[src/rtl/hazard_ctrl_if.sv]
// Hazard-controller signal bundle: ID/EX/MEM pipeline fields in, stall/flush/MDU status out.
// master = pipeline side driving the fields, slave = hazard_ctrl.
interface hazard_ctrl_if #(
  parameter int REG_W = 5
);
  logic [REG_W-1:0] id_rs;
  logic [REG_W-1:0] id_rt;
  logic             id_use_rs;
  logic             id_use_rt;
  logic [1:0]       id_pc_sel;
  logic             id_md_op;
  logic             id_md_read;
  logic             ex_wreg;
  logic [REG_W-1:0] ex_wa;
  logic             ex_mem_read;
  logic             ex_md_op;
  logic             mem_wreg;
  logic [REG_W-1:0] mem_wa;
  logic             mem_mem_read;
  logic             redirect;

  logic             stall1;
  logic             stall2;
  logic             ifid_we;
  logic             flush_ifid;
  logic             bubble_idex;
  logic             md_busy;
  logic             md_done;
  logic [31:0]      perf_stall;
  logic [31:0]      perf_flush;

  modport master (
    output id_rs, id_rt, id_use_rs, id_use_rt, id_pc_sel, id_md_op, id_md_read,
           ex_wreg, ex_wa, ex_mem_read, ex_md_op, mem_wreg, mem_wa, mem_mem_read,
           redirect,
    input  stall1, stall2, ifid_we, flush_ifid, bubble_idex, md_busy, md_done,
           perf_stall, perf_flush
  );

  modport slave (
    input  id_rs, id_rt, id_use_rs, id_use_rt, id_pc_sel, id_md_op, id_md_read,
           ex_wreg, ex_wa, ex_mem_read, ex_md_op, mem_wreg, mem_wa, mem_mem_read,
           redirect,
    output stall1, stall2, ifid_we, flush_ifid, bubble_idex, md_busy, md_done,
           perf_stall, perf_flush
  );
endinterface

[src/rtl/hazard_ctrl.sv]
// Hazard and next-PC sequencing controller for the 5-stage MIPS pipeline (load-use, branch operands, MDU window).
// Optional stall/flush performance counters are built when HAZARD_PERF_EN is defined.
module hazard_ctrl #(
  parameter int REG_W     = 5,
  parameter int MD_CYCLES = 8   // legal range 2..255
) (
  input logic          clk,
  input logic          rst,
  hazard_ctrl_if.slave hz
);

  typedef enum logic {
    RUN  = 1'b0,
    BUSY = 1'b1
  } md_state_e;

  localparam logic [7:0] CNT_LOAD = 8'(MD_CYCLES - 1);

  // Register 0 is hard-wired, so a write to it never creates a dependency.
  function automatic logic dep(input logic             use_r,
                               input logic [REG_W-1:0] r,
                               input logic             wreg,
                               input logic [REG_W-1:0] wa);
    return use_r & wreg & (wa != '0) & (wa == r);
  endfunction

  logic rs_ex, rt_ex, rs_mem, rt_mem;
  logic ex_dep, mem_dep, cmp_in_id;
  logic stall1, stall2, stall_any;
  logic md_busy, md_done;

  assign rs_ex  = dep(hz.id_use_rs, hz.id_rs, hz.ex_wreg,  hz.ex_wa);
  assign rt_ex  = dep(hz.id_use_rt, hz.id_rt, hz.ex_wreg,  hz.ex_wa);
  assign rs_mem = dep(hz.id_use_rs, hz.id_rs, hz.mem_wreg, hz.mem_wa);
  assign rt_mem = dep(hz.id_use_rt, hz.id_rt, hz.mem_wreg, hz.mem_wa);

  assign ex_dep    = rs_ex | rt_ex;
  assign mem_dep   = rs_mem | rt_mem;
  // beq and jr compare their operands in ID; j/jal need no register.
  assign cmp_in_id = (hz.id_pc_sel == 2'b01) | (hz.id_pc_sel == 2'b11);

  assign stall1    = (hz.ex_mem_read & ex_dep)
                   | (cmp_in_id & ex_dep)
                   | (cmp_in_id & hz.mem_mem_read & mem_dep);
  assign stall2    = md_busy & (hz.id_md_op | hz.id_md_read);
  assign stall_any = stall1 | stall2;

  assign hz.stall1      = stall1;
  assign hz.stall2      = stall2;
  assign hz.ifid_we     = ~stall_any;
  assign hz.bubble_idex = stall_any;
  // A stall holds the PC, so a redirect must wait until the stall clears.
  assign hz.flush_ifid  = hz.redirect & ~stall_any;

  md_state_e  state, state_nx;
  logic [7:0] cnt, cnt_nx;

  // NOTE: sequential state uses non-blocking assignments so every flop samples pre-edge values.
  always_ff @(posedge clk) begin
    if (rst) begin
      state <= RUN;
      cnt   <= '0;
    end else begin
      state <= state_nx;
      cnt   <= cnt_nx;
    end
  end

  // NOTE: every output of this block gets a default first so no latch is inferred.
  always_comb begin
    state_nx = state;
    cnt_nx   = cnt;
    md_busy  = 1'b0;
    md_done  = 1'b0;
    case (state)
      RUN: begin
        if (hz.ex_md_op) begin
          state_nx = BUSY;
          cnt_nx   = CNT_LOAD;
        end
      end
      BUSY: begin
        // ex_md_op cannot arrive here: stall2 keeps any MDU op parked in ID.
        md_busy = 1'b1;
        if (cnt == 8'd0) begin
          md_done  = 1'b1;
          state_nx = RUN;
        end else begin
          cnt_nx = cnt - 8'd1;
        end
      end
      default: state_nx = RUN;
    endcase
  end

  assign hz.md_busy = md_busy;
  assign hz.md_done = md_done;

`ifdef HAZARD_PERF_EN
  logic [31:0] perf_stall_q, perf_flush_q;

  // A cycle with both stall sources counts once; both counters wrap naturally.
  always_ff @(posedge clk) begin
    if (rst) begin
      perf_stall_q <= '0;
      perf_flush_q <= '0;
    end else begin
      if (stall_any)     perf_stall_q <= perf_stall_q + 32'd1;
      if (hz.flush_ifid) perf_flush_q <= perf_flush_q + 32'd1;
    end
  end

  assign hz.perf_stall = perf_stall_q;
  assign hz.perf_flush = perf_flush_q;
`else
  assign hz.perf_stall = '0;
  assign hz.perf_flush = '0;
`endif

endmodule
[src/flat_wrapper.sv]
// flat-port wrapper written by rule: the top's interface ports become plain ports
module hazard_ctrl_flat 
#(
  parameter int REG_W     = 5,
  parameter int MD_CYCLES = 8                        
)
  (clk, rst, hz_id_rs, hz_id_rt, hz_id_use_rs, hz_id_use_rt, hz_id_pc_sel, hz_id_md_op, hz_id_md_read, hz_ex_wreg, hz_ex_wa, hz_ex_mem_read, hz_ex_md_op, hz_mem_wreg, hz_mem_wa, hz_mem_mem_read, hz_redirect, hz_stall1, hz_stall2, hz_ifid_we, hz_flush_ifid, hz_bubble_idex, hz_md_busy, hz_md_done, hz_perf_stall, hz_perf_flush);
  hazard_ctrl_if #(.REG_W(REG_W)) hz_i ();
  input logic clk;
  input logic rst;
  input wire logic [$bits(hz_i.id_rs)-1:0] hz_id_rs;
  input wire logic [$bits(hz_i.id_rt)-1:0] hz_id_rt;
  input wire logic [$bits(hz_i.id_use_rs)-1:0] hz_id_use_rs;
  input wire logic [$bits(hz_i.id_use_rt)-1:0] hz_id_use_rt;
  input wire logic [$bits(hz_i.id_pc_sel)-1:0] hz_id_pc_sel;
  input wire logic [$bits(hz_i.id_md_op)-1:0] hz_id_md_op;
  input wire logic [$bits(hz_i.id_md_read)-1:0] hz_id_md_read;
  input wire logic [$bits(hz_i.ex_wreg)-1:0] hz_ex_wreg;
  input wire logic [$bits(hz_i.ex_wa)-1:0] hz_ex_wa;
  input wire logic [$bits(hz_i.ex_mem_read)-1:0] hz_ex_mem_read;
  input wire logic [$bits(hz_i.ex_md_op)-1:0] hz_ex_md_op;
  input wire logic [$bits(hz_i.mem_wreg)-1:0] hz_mem_wreg;
  input wire logic [$bits(hz_i.mem_wa)-1:0] hz_mem_wa;
  input wire logic [$bits(hz_i.mem_mem_read)-1:0] hz_mem_mem_read;
  input wire logic [$bits(hz_i.redirect)-1:0] hz_redirect;
  output wire logic [$bits(hz_i.stall1)-1:0] hz_stall1;
  output wire logic [$bits(hz_i.stall2)-1:0] hz_stall2;
  output wire logic [$bits(hz_i.ifid_we)-1:0] hz_ifid_we;
  output wire logic [$bits(hz_i.flush_ifid)-1:0] hz_flush_ifid;
  output wire logic [$bits(hz_i.bubble_idex)-1:0] hz_bubble_idex;
  output wire logic [$bits(hz_i.md_busy)-1:0] hz_md_busy;
  output wire logic [$bits(hz_i.md_done)-1:0] hz_md_done;
  output wire logic [$bits(hz_i.perf_stall)-1:0] hz_perf_stall;
  output wire logic [$bits(hz_i.perf_flush)-1:0] hz_perf_flush;
  assign hz_i.id_rs = hz_id_rs;
  assign hz_i.id_rt = hz_id_rt;
  assign hz_i.id_use_rs = hz_id_use_rs;
  assign hz_i.id_use_rt = hz_id_use_rt;
  assign hz_i.id_pc_sel = hz_id_pc_sel;
  assign hz_i.id_md_op = hz_id_md_op;
  assign hz_i.id_md_read = hz_id_md_read;
  assign hz_i.ex_wreg = hz_ex_wreg;
  assign hz_i.ex_wa = hz_ex_wa;
  assign hz_i.ex_mem_read = hz_ex_mem_read;
  assign hz_i.ex_md_op = hz_ex_md_op;
  assign hz_i.mem_wreg = hz_mem_wreg;
  assign hz_i.mem_wa = hz_mem_wa;
  assign hz_i.mem_mem_read = hz_mem_mem_read;
  assign hz_i.redirect = hz_redirect;
  assign hz_stall1 = hz_i.stall1;
  assign hz_stall2 = hz_i.stall2;
  assign hz_ifid_we = hz_i.ifid_we;
  assign hz_flush_ifid = hz_i.flush_ifid;
  assign hz_bubble_idex = hz_i.bubble_idex;
  assign hz_md_busy = hz_i.md_busy;
  assign hz_md_done = hz_i.md_done;
  assign hz_perf_stall = hz_i.perf_stall;
  assign hz_perf_flush = hz_i.perf_flush;
  hazard_ctrl #(.REG_W(REG_W), .MD_CYCLES(MD_CYCLES)) u_core (.clk(clk), .rst(rst), .hz(hz_i));
endmodule
[config.mk]
export PLATFORM = sky130hd
export DESIGN_NAME = hazard_ctrl_flat
export DESIGN_NICKNAME = d
export VERILOG_FILES = /design/src/rtl/hazard_ctrl_if.sv /design/src/rtl/hazard_ctrl.sv /design/src/flat_wrapper.sv
export SDC_FILE = /design/constraint.sdc
export NUM_CORES = 1
export LEC_CHECK = 0
export BUFFER_PORTS_ARGS = -buffer_cell sky130_fd_sc_hd__buf_2
export CAP_MARGIN = 15
export CORE_MARGIN = 2
export CORE_UTILIZATION = 39
export CTS_CLUSTER_DIAMETER = 40
export DETAILED_ROUTE_END_ITERATION = 16
export HOLD_SLACK_MARGIN = 0.05
export PLACE_DENSITY = 0.81
export SYNTH_ARGS = -nofsm -noshare
export SYNTH_HDL_FRONTEND = slang
export SYNTH_SLANG_ARGS = --single-unit
[constraint.sdc]
create_clock -name clk -period 2.2 [get_ports clk]
set_input_delay 0.22 -clock clk [delete_from_list [all_inputs] [get_ports clk]]
set_output_delay 0.22 -clock clk [all_outputs]
set_load 0.02 [all_outputs]
==> results of run 1 <==
metrics by stage:
stage | instance area [µm²] | std cells | hold slack [ps]
finish | 1270 | 242 | 172
global route | 1270 | 242 | 187
CTS | 1270 | 242 | 161
detailed placement | 1250 | 238 | 445
global placement | 1250 | 238 | 441
floorplan | 1480 | 219 | 289
logic make-up (layout without fill, tap and decap cells):
family | Yosys count | count (layout) | synth area share
adder cells (fa/ha/maj) | 1 | 1 | 0.0101
XOR/XNOR | 22 | 22 | 0.155
other | 1 | 64 | 0.00302
buffers and inverters | 67 | 46 | 0.396
AND/OR/NAND/NOR | 31 | 31 | 0.148
flip-flops | 9 | 9 | 0.145
AO/OA/AOI/OAI | 25 | 25 | 0.142
cell usage after synthesis (3+ instances only):
library cell / number / area, µm²
sky130_fd_sc_hd__a21oi_1: 5 / 25.0
sky130_fd_sc_hd__buf_4: 64 / 480
sky130_fd_sc_hd__dfxtp_1: 9 / 180
sky130_fd_sc_hd__inv_1: 3 / 11.3
sky130_fd_sc_hd__nand2b_1: 3 / 18.8
sky130_fd_sc_hd__nand3_1: 4 / 20.0
sky130_fd_sc_hd__nand4_1: 5 / 31.3
sky130_fd_sc_hd__nor2_1: 5 / 18.8
sky130_fd_sc_hd__o21ai_0: 3 / 15.0
sky130_fd_sc_hd__o22ai_1: 3 / 18.8
sky130_fd_sc_hd__or3_1: 4 / 25.0
sky130_fd_sc_hd__xnor2_1: 22 / 193
metal layers:
layer  vias to the layer above  GRT usage  wire (µm)
met3                         4     0.0128        181
li1                        497          -          -
met4                         0     0.0466         38
met2                        54      0.203       1040
met1                       449      0.139        964
met5                         -          0          0
state kept, by name (all words and copies together), names as in the netlist:
| signal | cells |
|---|---|
| u_core.state | 1 |
| u_core.cnt | 8 |
path summary, 6_finish.rpt:
path / start / endpoint / slack (ps) / cells past startpoint
worst max-delay path: hz_ex_wa[0] / hz_bubble_idex / 350 / 5
worst min-delay path: rst / u_core.state / 170 / 2
worst max register to register: u_core.cnt[0] / u_core.cnt[5] / 460 / 6
worst min register to register: u_core.cnt[6] / u_core.cnt[6] / 500 / 2
final cells by class:
class | instances | share of cell area
multi-input cells | 143 | 0.633
repair buffers | 39 | 0.153
flip-flops and latches | 9 | 0.141
well taps | 44 | 0.0432
clock buffers | 4 | 0.0206
inverters | 3 | 0.00884
worst register-to-register path, cell delays in order (launching register included):
cell and delay [ps]:
sky130_fd_sc_hd__dfxtp_1 360, sky130_fd_sc_hd__inv_1 60, sky130_fd_sc_hd__ha_1 210, sky130_fd_sc_hd__nor3b_1 170
sky130_fd_sc_hd__a31o_2 250, sky130_fd_sc_hd__or4b_1 470, sky130_fd_sc_hd__a21oi_1 160
power breakdown:
| part | internal (mW) | switching (mW) |
|---|---|---|
| Sequential | 0.183 | 0.0213 |
| Clock | 0.0700 | 0.0584 |
| Combinational | 0.111 | 0.218 |
==> impl_results.rst, run 1 <==
.. list-table::
   :header-rows: 1

   * - Metric
     - Value
   * - Std-Cell Rows
     - 20
   * - Share of post-route cells with drive strength above 1
     - 0.232
   * - Hold buffers post-CTS
     - 0
   * - Initial detailed-routing violation count
     - 17
   * - Pre-CTS setup slack
     - 359 ps
   * - CTS H-tree depth
     - 1
   * - Number of antenna cells inserted
     - 0
   * - Highest fanout seen on the critical path
     - 4
   * - Post-detailed-routing wire length
     - around 2200 µm
   * - Result of the run
     - finished, final reports clean
   * - Die Height
     - 60.4 µm
   * - Effective utilization at floorplan
     - 0.410
   * - Post-detailed-route DRC marker count
     - 0
   * - Sequential cell area
     - 180 µm²
   * - Global-route wire length before repair
     - 3200 µm
   * - Max Root-Sink Buffers
     - 2
   * - Most frequently used flop master after synthesis
     - sky130_fd_sc_hd__dfxtp_1
   * - Number of setup violations in the final report
     - 0
   * - Resized cells post-CTS
     - 0
   * - Std-Cell Core Area
     - 3030 µm²
   * - Vias after detailed routing
     - 1,004
   * - Critical path, cell by cell
     - buf_2 > or4_1 > o22a_1 > a221o_1 > buf_2
   * - Global route total overflow
     - 0
   * - Via count of the first global-routing pass
     - 776
   * - Total global-route track usage
     - 0.114
   * - Clock slew at the register clock pins of the worst setup and hold paths
     - roughly 60 ps
   * - Count of buffers inserted at the top-level ports
     - 39
   * - Area of the die
     - 3650 µm²
   * - Leak Pwr
     - around 0.6 nW
   * - Data required time of the worst path
     - 1980 ps
   * - Tightest Hold Check Type
     - primary input to flop
   * - Yosys Warn Count
     - 0
   * - Max-slew violation total from the final report
     - 0
   * - Worst-Skew Late Latency
     - between 200 and 300 ps
   * - Post-synthesis cell type count
     - 34
   * - Number of buffer and inverter instances along the worst setup path
     - 2
   * - Total Power Consumption
     - 661 µW
   * - Final routed wire length divided by cell count
     - 9.17 µm
   * - Final weighted congestion in routability-driven placement
     - 0.866
   * - Post-synthesis cell count
     - between 150 and 200
   * - Number of maximum-capacitance constraint violations
     - 0
   * - Synthesis-stage register bit count
     - 9
   * - CTS Sinks
     - 9
   * - Multi-input logic area
     - about 810 µm²
   * - Slowest stage cell, crit path
     - sky130_fd_sc_hd__or4_1
   * - Floorplan die width
     - 60.4 µm
   * - Final period util
     - 0.840
   * - Most common cell type on the critical path
     - sky130_fd_sc_hd__buf_2
   * - Power Dens Cells
     - 519 nW/µm²
   * - Antenna violations before repair
     - 0
   * - TritonRoute pass-1 iters
     - 4
   * - Final sum of negative setup slack
     - 0 ps
   * - TritonCTS clock tree
     - yes
   * - Period minus WS final
     - 1850 ps
   * - Count of nets left with antenna violations after detail routing
     - 0
   * - Endpoint type of the worst setup path
     - primary output
   * - Clock Skews
     - roughly 1.2 ps
   * - Maximum single-stage delay on the critical path
     - about 530 ps
   * - Syn avg cell area
     - 7.96 µm²
   * - Setup ws final
     - 351 ps
   * - Total clock buffers created by CTS
     - 3
   * - Final net count
     - about 230
   * - Critical Path Start Type
     - primary input
   * - Share of synthesized registers carrying an async set or reset
     - 0
   * - Cell family with most CP delay
     - compound AO/OA/AOI/OAI gates
   * - Arrival time worst endpoint
     - 1630 ps
   * - Master cell of the clock root buffer
     - sky130_fd_sc_hd__clkbuf_4
   * - Maximum vdd drop
     - 303 µV
   * - Buffers inserted during post-CTS setup optimization
     - 0
   * - Count of final hold-check violations
     - 0
   * - Highest-count cells in the layout ignoring fill and taps
     - sky130_fd_sc_hd__conb_1 (64), sky130_fd_sc_hd__buf_2 (39), sky130_fd_sc_hd__xnor2_1 (22)
   * - Seq/Total Area, Yosys
     - 0.145
   * - Fillers
     - 320
   * - Combined area of all synthesized cells
     - 1240 µm²
   * - RSZ-0062 raised after global routing
     - false
   * - Most frequent standard cell in the layout excluding fill and tap cells
     - sky130_fd_sc_hd__conb_1
   * - Ratio of routed vias to standard cells
     - 4.15
   * - Number of synthesized flops with an enable pin
     - 0
   * - Max Clock Freq
     - between 500 and 600 MHz
   * - Number of ports placed on the die boundary
     - 105
   * - Largest net degree at the start of global routing
     - 9
   * - Layout area overhead
     - 2.62%
   * - Critical path type
     - primary input to primary output
   * - Post-detailed-placement half-perimeter wirelength
     - 1940 µm
   * - Core occupancy in the finished layout
     - 0.421
Power figures use the tool's default switching activity.
==> run 2: changes to the inputs <==
- clock period: 2.2 -> 1.89 ns (I/O delays scaled with it)
==> impl_results.rst, run 2 (same netlist as run 1, synthesis figures left out) <==
.. list-table::
   :header-rows: 1

   * - Metric
     - Value
   * - Worst-Skew Late Latency
     - 260 ps (about the same)
   * - Initial detailed-routing violation count
     - 62 (was 17)
   * - RSZ-0062 raised after global routing
     - false (unchanged)
   * - Post-layout instance area
     - 1280 µm² (was 1270 µm²)
   * - Post-detailed-routing wire length
     - 2310 µm (was 2220 µm)
   * - Final net count
     - 234 (unchanged)
   * - Leak Pwr
     - 0.616 nW (was 0.613 nW)
   * - Count of buffers inserted at the top-level ports
     - 39 (unchanged)
   * - Critical Path Start Type
     - primary input (unchanged)
   * - Arrival time worst endpoint
     - 1580 ps (was 1630 ps)
   * - Final Hold Slack
     - 135 ps (was 172 ps)
   * - Critical path, cell by cell
     - buf_2 > or4_1 > o22a_1 > a221o_1 > buf_2 (unchanged)
   * - Highest fanout seen on the critical path
     - 4 (unchanged)
   * - Max Clock Freq
     - ~560 MHz
   * - Number of maximum-capacitance constraint violations
     - 0 (unchanged)
   * - Data required time of the worst path
     - 1700 ps (was 1980 ps)
   * - Regs by FF count
     - u_core.cnt: 8 flops, u_core.state: 1 flops (unchanged)
   * - TritonRoute pass-1 iters
     - 4 (unchanged)
   * - Std-Cell Rows
     - 20 (unchanged)
   * - Ratio of routed vias to standard cells
     - 4.16 (was 4.15)
   * - Critical path type
     - primary input to primary output (unchanged)
   * - Most common cell type on the critical path
     - sky130_fd_sc_hd__buf_2 (unchanged)
   * - Power Dens Cells
     - 608 nW/µm² (was 519 nW/µm²)
   * - Via count of the first global-routing pass
     - 810 (was 776)
   * - Final sum of negative setup slack
     - 0 ps (unchanged)
   * - Slowest stage cell, crit path
     - sky130_fd_sc_hd__or4_1 (unchanged)
   * - Period minus WS final
     - 1770 ps
   * - Layout area overhead
     - 3.02% (was 2.62%)
   * - Post-detailed-route DRC marker count
     - 0 (unchanged)
   * - Top reg by flops
     - u_core.cnt (unchanged)
   * - Final period util
     - 0.938
   * - Std-Cell Core Area
     - 3030 µm² (unchanged)
   * - Global-route wire length before repair
     - 3450 µm (was 3200 µm)
   * - Clock Skews
     - 8.31 ps (was 1.21 ps)
   * - CTS H-tree depth
     - 1 (unchanged)
   * - Share of post-route cells with drive strength above 1
     - 0.237 (was 0.232)
   * - Area of the die
     - 3650 µm² (unchanged)
   * - Clock slew at the register clock pins of the worst setup and hold paths
     - 60 ps (about the same)
   * - Tightest Hold Check Type
     - primary input to flop (unchanged)
   * - Highest-count cells in the layout ignoring fill and taps
     - sky130_fd_sc_hd__conb_1 (64), sky130_fd_sc_hd__buf_2 (39), sky130_fd_sc_hd__xnor2_1 (22) (unchanged)
   * - Number of ports placed on the die boundary
     - 105 (unchanged)
   * - Master cell of the clock root buffer
     - sky130_fd_sc_hd__clkbuf_4 (unchanged)
   * - Number of setup violations in the final report
     - 0 (unchanged)
   * - Beginning of the worst register-to-register path
     - u_core.cnt[0] (unchanged)
   * - Flip-flop count of the largest register, all copies and words added
     - 8 (unchanged)
   * - Final routed wire length divided by cell count
     - 9.53 µm (was 9.17 µm)
   * - Floorplan die width
     - 60.4 µm (unchanged)
   * - Hold buffers post-CTS
     - 0 (unchanged)
   * - Max Root-Sink Buffers
     - 2 (unchanged)
   * - Max-slew violation total from the final report
     - 0 (unchanged)
   * - Result of the run
     - finished, final reports clean (unchanged)
   * - Total clock buffers created by CTS
     - 3 (unchanged)
   * - TritonCTS clock tree
     - yes (unchanged)
   * - Number of antenna cells inserted
     - 0 (unchanged)
   * - Antenna violations before repair
     - 0 (unchanged)
   * - Maximum vdd drop
     - 499 µV (was 303 µV)
   * - Endpoint type of the worst setup path
     - primary output (unchanged)
   * - Count of nets left with antenna violations after detail routing
     - 0 (unchanged)
   * - Placement-stage cell area
     - 1250 µm² (unchanged)
   * - Total global-route track usage
     - 0.122 (was 0.114)
   * - Maximum single-stage delay on the critical path
     - 510 ps (was 530 ps)
   * - CTS Sinks
     - 9 (unchanged)
   * - Critical hold path startpoint
     - rst (unchanged)
   * - Final weighted congestion in routability-driven placement
     - 0.890 (was 0.866)
   * - Global route total overflow
     - 0 (unchanged)
   * - Count of final hold-check violations
     - 0 (unchanged)
   * - Launch point of the worst path
     - hz_ex_wa[0] (unchanged)
   * - Die Height
     - 60.4 µm (unchanged)
   * - Most frequent standard cell in the layout excluding fill and tap cells
     - sky130_fd_sc_hd__conb_1 (unchanged)
   * - Largest net degree at the start of global routing
     - 9 (unchanged)
   * - Post-detailed-placement half-perimeter wirelength
     - 1970 µm (was 1940 µm)
   * - Vias after detailed routing
     - 1,006 (was 1,004)
   * - Effective utilization at floorplan
     - 0.410 (unchanged)
[run 2: what timing repair did]
action / in CTS / in global routing
endpoints found under the setup margin: 0 / 1
buffers inserted: 0 / 0
resized for setup: 0 / 1
[run 2: layout make-up]
class | count | area, µm²
Clock buffer | 4 | 26.3
Fill cell | 324 | 1750
Timing Repair Buffer | 39 | 195
Inverter | 3 | 11.3
Multi-Input combinational cell | 143 | 811
Sequential cell | 9 | 180
Tap cell | 44 | 55.1
[run 2: stage by stage]
| step | setup slack (ps) | power (mW) | cells | util |
|---|---|---|---|---|
| after floorplan | 135 | 0.629 | 219 | - |
| after global placement | 121 | 0.615 | 238 | 0.412 |
| after detailed placement | 123 | 0.622 | 238 | 0.412 |
| after CTS | 75.0 | 0.777 | 242 | 0.421 |
| after global routing | 65.3 | 0.837 | 242 | 0.422 |
| final | 117 | 0.777 | 242 | 0.422 |
[run 2: worst paths after layout]
path / endpoint / slack (ps) / depth (start not counted)
setup reg to reg: u_core.cnt[5] / 130 / 6
hold / removal: u_core.cnt[2] / 140 / 2
hold reg to reg: u_core.cnt[6] / 500 / 2
setup / recovery: hz_bubble_idex / 120 / 5
[run 2: where the power goes]
part	switching (mW)	total (mW)	leakage, nW	internal (mW)
Combinational	0.257	0.388	0.526	0.131
Sequential	0.0259	0.239	0.0742	0.213
Clock	0.0690	0.150	0.0150	0.0814
Total	0.352	0.777	0.616	0.425
[run 2: critical path, delay by kind of cell]
| kind | cells | cell delay, ps |
|---|---|---|
| AO/OA/AOI/OAI | 2 | 600 |
| buffers and inverters | 2 | 290 |
| AND/OR/NAND/NOR | 1 | 510 |
[run 2: per-layer routing]
layer / part of all wire / wire length [µm] / vias up / track usage
met4: 0 / 0 / 0 / 0.00621
met2: 0.50 / 1160 / 55 / 0.222
met3: 0.096 / 222 / 0 / 0.0405
met1: 0.40 / 926 / 457 / 0.149
li1: - / - / 494 / -
met5: 0 / 0 / - / 0
